### src/rtl/memory_reader.sv
// Streams a contiguous run of words from the synchronous-read instruction RAM onto a valid/ready stream.
// Optional words_out handshake counter is enabled by defining MEMORY_READER_WCOUNT_EN.
module memory_reader #(
  parameter int ADDR_W = 10,
  parameter int DATA_W = 32
) (
  input  logic              clk,
  input  logic              reset,
  input  logic              start,
  input  logic [ADDR_W-1:0] start_addr,
  input  logic [ADDR_W:0]   count,
  output logic              mem_rd_en,
  output logic [ADDR_W-1:0] mem_rd_addr,
  input  logic [DATA_W-1:0] mem_rd_data,
  output logic              out_valid,
  output logic [DATA_W-1:0] out_data,
  input  logic              out_ready,
  output logic              busy,
`ifdef MEMORY_READER_WCOUNT_EN
  output logic [ADDR_W:0]   words_out,
`endif
  output logic              done
);

  localparam logic [1:0] S_IDLE  = 2'd0;
  localparam logic [1:0] S_RUN   = 2'd1;
  localparam logic [1:0] S_DRAIN = 2'd2;

  logic [1:0]        r_state;
  logic [ADDR_W-1:0] r_addr;
  logic [ADDR_W:0]   r_remaining;
  logic              r_inflight;
  logic [1:0]        r_buf_cnt;
  logic [DATA_W-1:0] r_buf0;
  logic [DATA_W-1:0] r_buf1;
  logic              r_busy;
  logic              r_done;

  logic              w_pop;
  logic              w_push;
  logic [2:0]        w_occ;
  logic              w_credit;
  logic              w_issue;
  logic [1:0]        w_cnt_next;
  logic              w_wr_slot1;

  // Occupancy counts the word still in the RAM pipeline, so a read is only
  // issued when its data is guaranteed a free buffer slot on arrival.
  assign w_pop      = (r_buf_cnt != 2'd0) && out_ready;
  assign w_push     = r_inflight;
  assign w_occ      = {1'b0, r_buf_cnt} + {2'b00, r_inflight};
  assign w_credit   = (w_occ - {2'b00, w_pop}) < 3'd2;
  assign w_issue    = (r_state == S_RUN) && (r_remaining != '0) && w_credit;
  assign w_cnt_next = r_buf_cnt + {1'b0, w_push} - {1'b0, w_pop};
  assign w_wr_slot1 = (r_buf_cnt - {1'b0, w_pop}) != 2'd0;

  assign mem_rd_en   = w_issue;
  assign mem_rd_addr = r_addr;
  assign out_valid   = (r_buf_cnt != 2'd0);
  assign out_data    = r_buf0;
  assign busy        = r_busy;
  assign done        = r_done;

  always_ff @(posedge clk) begin
    if (reset) begin
      r_state     <= S_IDLE;
      r_addr      <= '0;
      r_remaining <= '0;
      r_inflight  <= 1'b0;
      r_buf_cnt   <= 2'd0;
      r_buf0      <= '0;
      r_buf1      <= '0;
      r_busy      <= 1'b0;
      r_done      <= 1'b0;
    end else begin
      r_inflight <= w_issue;
      r_buf_cnt  <= w_cnt_next;
      r_done     <= 1'b0;

      // Head is always r_buf0; a pop shifts, and the arriving word lands in the
      // first slot left free after that shift.
      if (w_pop) begin
        r_buf0 <= r_buf1;
      end
      if (w_push) begin
        if (w_wr_slot1) begin
          r_buf1 <= mem_rd_data;
        end else begin
          r_buf0 <= mem_rd_data;
        end
      end

      if (w_issue) begin
        r_addr      <= r_addr + ADDR_W'(1);
        r_remaining <= r_remaining - (ADDR_W+1)'(1);
      end

      case (r_state)
        S_IDLE: begin
          if (start) begin
            r_addr      <= start_addr;
            r_remaining <= count;
            r_busy      <= 1'b1;
            r_state     <= (count == '0) ? S_DRAIN : S_RUN;
          end
        end
        S_RUN: begin
          if (w_issue && (r_remaining == (ADDR_W+1)'(1))) begin
            r_state <= S_DRAIN;
          end
        end
        S_DRAIN: begin
          // Stay out of IDLE during the done cycle so a coincident start is dropped.
          if (r_done) begin
            r_state <= S_IDLE;
          end else if (w_cnt_next == 2'd0) begin
            r_done <= 1'b1;
            r_busy <= 1'b0;
          end
        end
        default: r_state <= S_IDLE;
      endcase
    end
  end

`ifdef MEMORY_READER_WCOUNT_EN
  logic [ADDR_W:0] r_words_out;

  assign words_out = r_words_out;

  always_ff @(posedge clk) begin
    if (reset) begin
      r_words_out <= '0;
    end else if ((r_state == S_IDLE) && start) begin
      r_words_out <= '0;
    end else if (w_pop) begin
      r_words_out <= r_words_out + (ADDR_W+1)'(1);
    end
  end
`endif

endmodule

### config.mk
export PLATFORM = sky130hd
export DESIGN_NAME = memory_reader
export DESIGN_NICKNAME = d
export VERILOG_FILES = /design/src/rtl/memory_reader.sv
export SDC_FILE = /design/constraint.sdc
export NUM_CORES = 1
export LEC_CHECK = 0
export BUFFER_PORTS_ARGS = -buffer_cell sky130_fd_sc_hd__buf_2
export CAP_MARGIN = 20
export CORE_ASPECT_RATIO = 0.75
export CORE_MARGIN = 2
export CORE_UTILIZATION = 24
export CTS_BUF_LIST = sky130_fd_sc_hd__clkbuf_4 sky130_fd_sc_hd__clkbuf_8 sky130_fd_sc_hd__clkbuf_16
export CTS_CLUSTER_DIAMETER = 120
export DETAILED_ROUTE_END_ITERATION = 16
export PLACE_DENSITY = 0.39
export SETUP_SLACK_MARGIN = 0.4
export SYNTH_ARGS = -nofsm -noshare
export SYNTH_HDL_FRONTEND = slang
export SYNTH_SLANG_ARGS = --single-unit
### constraint.sdc
create_clock -name clk -period 3.65 [get_ports clk]
set_clock_uncertainty 0.2 [all_clocks]
set_input_delay 0.365 -clock clk [delete_from_list [all_inputs] [get_ports clk]]
set_output_delay 0.365 -clock clk [all_outputs]
set_load 0.02 [all_outputs]
==> summary.md <==
| Metric | Value |
|---|---|
| Status | finished, final reports clean |
| Max Slew Vio Count | 0 |
| Number of synthesized register bits | 92 |
| Post-Syn Instances | 442 |
| Relative slew slack | 41.5% |
| Fin crit period | 3220 ps |
| Total die area | 0.0193 mm2 |
| Total power | 3.79 mW |
| DR vias/cell | 4.66 |
| CP dominant cell by count | or2_4 |
| Mean Syn Cell Area | 9.86 um2 |
| Kind of critical path | reg -> out |
| Final Setup Violations | 0 |
| Area grow syn2layout | 27.9% |
| Placed cells | 761 |
| CTS root buffer | clkbuf_16 |
| Final Hold Viols | 0 |
| Crit end category | output pin |
| WL/cell | 15.1 um |
| RSZ-0062 raised after global routing | yes |
| Worst setup margin | 433 ps |
| Biggest cell delay along the critical path | 440 ps |
| CP Cell Sequence | or2_4 -> nand2_4 -> or2_4 -> inv_4 -> or2_4 -> ha_4 -> inv_2 -> fa_1 -> and3b_2 -> and2_4 -> nand2_4 -> inv_2 -> buf_6 |
| Clk slew on worst S/H paths | 70 ps |
| WL final | 11900 um |
| Hold Path Class | in -> reg |
| Lkg Pwr | 2.61 nW |
| Layout fillers | 1873 |
| Via count | 3680 |
| Ant diodes | 0 |
| Power Density | 679 mW/mm2 |
| CP delay by family, top | simple AND/OR/NAND/NOR gates |
| R2r worst-path depth | 13 |
| Multi-input gate area | 0.00241 mm2 |
| Critical Path RT | 3080 ps |
| Core Region | 0.0177 mm2 |
| Worst slack at placement | 258 ps |
| Prevailing post-synth register cell | dfxtp_1 |
| R2R Setup Slk | 460 ps |
| Overall Global Routing Usage | 12.4% |
| Most common cell after layout, fill and taps aside | buf_2 |
| CP arrival | 2650 ps |
| Setup TNS | 0 ps |
| Final net count | 606 |
| Row count | 42 |
| Slowest-stage cell, CP | fa_1 |
| Final instance area | 0.00558 mm2 |
| Startpoint Class | flip-flop |
| Dpl hpwl | 8170 um |
| Reg2reg end | mem_rd_addr[9]$_SDFF_PP0_ |
| Initial core utilization | 24.6% |
| Syn. warnings | 0 |
| Initial antenna violation count | 0 |
| Slew @ Worst Pin | 878 ps |
| Syn Nets | 505 |
| ANT nets after route | 0 |
| Sequential share of the synthesized area | 42.3% |
| Proportion of layout cells with a drive suffix above 1 | 35.8% |
| Crit path from | r_buf_cnt[1]$_SDFF_PP0_ |
| Fin crit share | 88.1% |
| DRC Markers | 0 |
| RD Place Congestion | 0.715 |
| Die width | 160 um |
| Crit path max fanout | 4 |
| Reg2reg start | r_buf_cnt[1]$_SDFF_PP0_ |
| CTS max path bufs | 2 |
| Min Hold Slack | 69.4 ps |
| Worst path bufs/invs | 4 |
| Remaining global-route overflow | 0 |
| Placed cell areas | 0.00506 mm2 |
| Post-synthesis async set-or-reset flop share | 0% |
| Most frequent cells in the layout | 100 x buf_2, 91 x nor2_1, 90 x dfxtp_1 |
| Die H | 121 um |
| Pin count of the biggest net entering global routing | 65 |
| # IOs | 103 |
| Utilization after layout | 31.5% |
| Worst vdd ir | 0.216 mV |
| H-Tree Level Count | 3 |
| MaxCap Viol Count | 0 |
| DRT Pass-1 Iters | 4 |
| PortBufs | 102 |
| Reg area | 0.00185 mm2 |
| Netlist cell types | 55 |
| Num CTS Buffers | 9 |
| Number of enable flip-flop cells after synthesis | 0 |
| Mapped Area | 0.00436 mm2 |
| Layout Cells excl Fill | 789 |
| Clock Sink Count | 92 |
| Critical Path Sink | mem_rd_en |
| First DRT Iteration DRCs | 103 |
| WP depth | 13 |
| Max frequency | 311 MHz |
| Worst-Skew Late Latency | 340 ps |
| Vias in the first global route | 3548 |
| First-pass GRT wire length | 18800 um |
| CTS tree | yes |
## report_power, final
part | total [mW] | leakage (nW) | switching (mW) | internal (mW)
clock | 1.02 | 0.159 | 0.393 | 0.623
sequential | 1.34 | 0.750 | 0.137 | 1.20
combinational | 1.43 | 1.70 | 0.820 | 0.614
total | 3.79 | 2.61 | 1.35 | 2.44
## registers in the layout, indices dropped and copies added (netlist names)
register and flops:
r_buf1 32, busy 1, r_remaining 11, mem_rd_addr 10
out_data 32, r_state 2, r_inflight 1, done 1
r_buf_cnt 2
## metal layers
layer	vias up	GRT usage, %	wire length, um
li1	1826	-	-
met1	1782	16.0	5810
met2	58	20.2	5550
met3	14	3.50	432
met4	0	3.75	140
met5	-	0	0
## repair_timing
action                                  CTS  global route
resized for setup                        16            10
setup buffers                             7             6
pin swaps                                 4             7
hold buffers                              0             0
endpoints found under the setup margin   10            11
## synthesized netlist by cell type (6+ instances only)
cell | number | area, um2
mux2i_1 | 66 | 661
nand3_1 | 8 | 40.0
a211oi_2 | 32 | 400
clkbuf_1 | 16 | 60.1
inv_1 | 7 | 26.3
o31ai_1 | 7 | 52.6
o21ai_0 | 6 | 30.0
nand2_1 | 8 | 30.0
nor2_1 | 91 | 342
buf_2 | 7 | 35.0
dfxtp_1 | 92 | 1840
or4_1 | 7 | 52.6
a311oi_1 | 14 | 123
## tightest hold or removal path, stage by stage
cell and delay (ps):
buf_2 90, mux2i_1 50, nor2_1 70
## layout make-up
cell class              count  area share (%)
flip-flops and latches     92            33.1
clock inverters             4            1.32
clock buffers              11            4.42
well taps                 242            5.43
inverters                   8           0.583
multi-input cells         311            43.2
repair buffers            121            11.9
## worst min-delay path by stage
stage                                       start                       to  slack, ps  cells after the start
after floorplan            r_buf1[0]$_SDFFE_PP0P_   r_buf1[0]$_SDFFE_PP0P_        260                      2
after global placement     r_buf1[7]$_SDFFE_PP0P_   r_buf1[7]$_SDFFE_PP0P_        270                      2
after detailed placement  r_buf1[19]$_SDFFE_PP0P_  r_buf1[19]$_SDFFE_PP0P_        280                      2
after CTS                         mem_rd_data[13]  r_buf1[13]$_SDFFE_PP0P_         50                      3
after global routing              mem_rd_data[13]  r_buf1[13]$_SDFFE_PP0P_         70                      3
final                             mem_rd_data[13]  r_buf1[13]$_SDFFE_PP0P_         70                      3
## logic make-up after synthesis
family                   synth area share [%]
buffers and inverters                    4.59
flip-flops                               42.3
multiplexers                             15.2
adder cells (fa/ha/maj)                  1.89
XOR/XNOR                                0.201
AND/OR/NAND/NOR                          18.0
AO/OA/AOI/OAI                            17.9
Power figures use the tool's default switching activity.
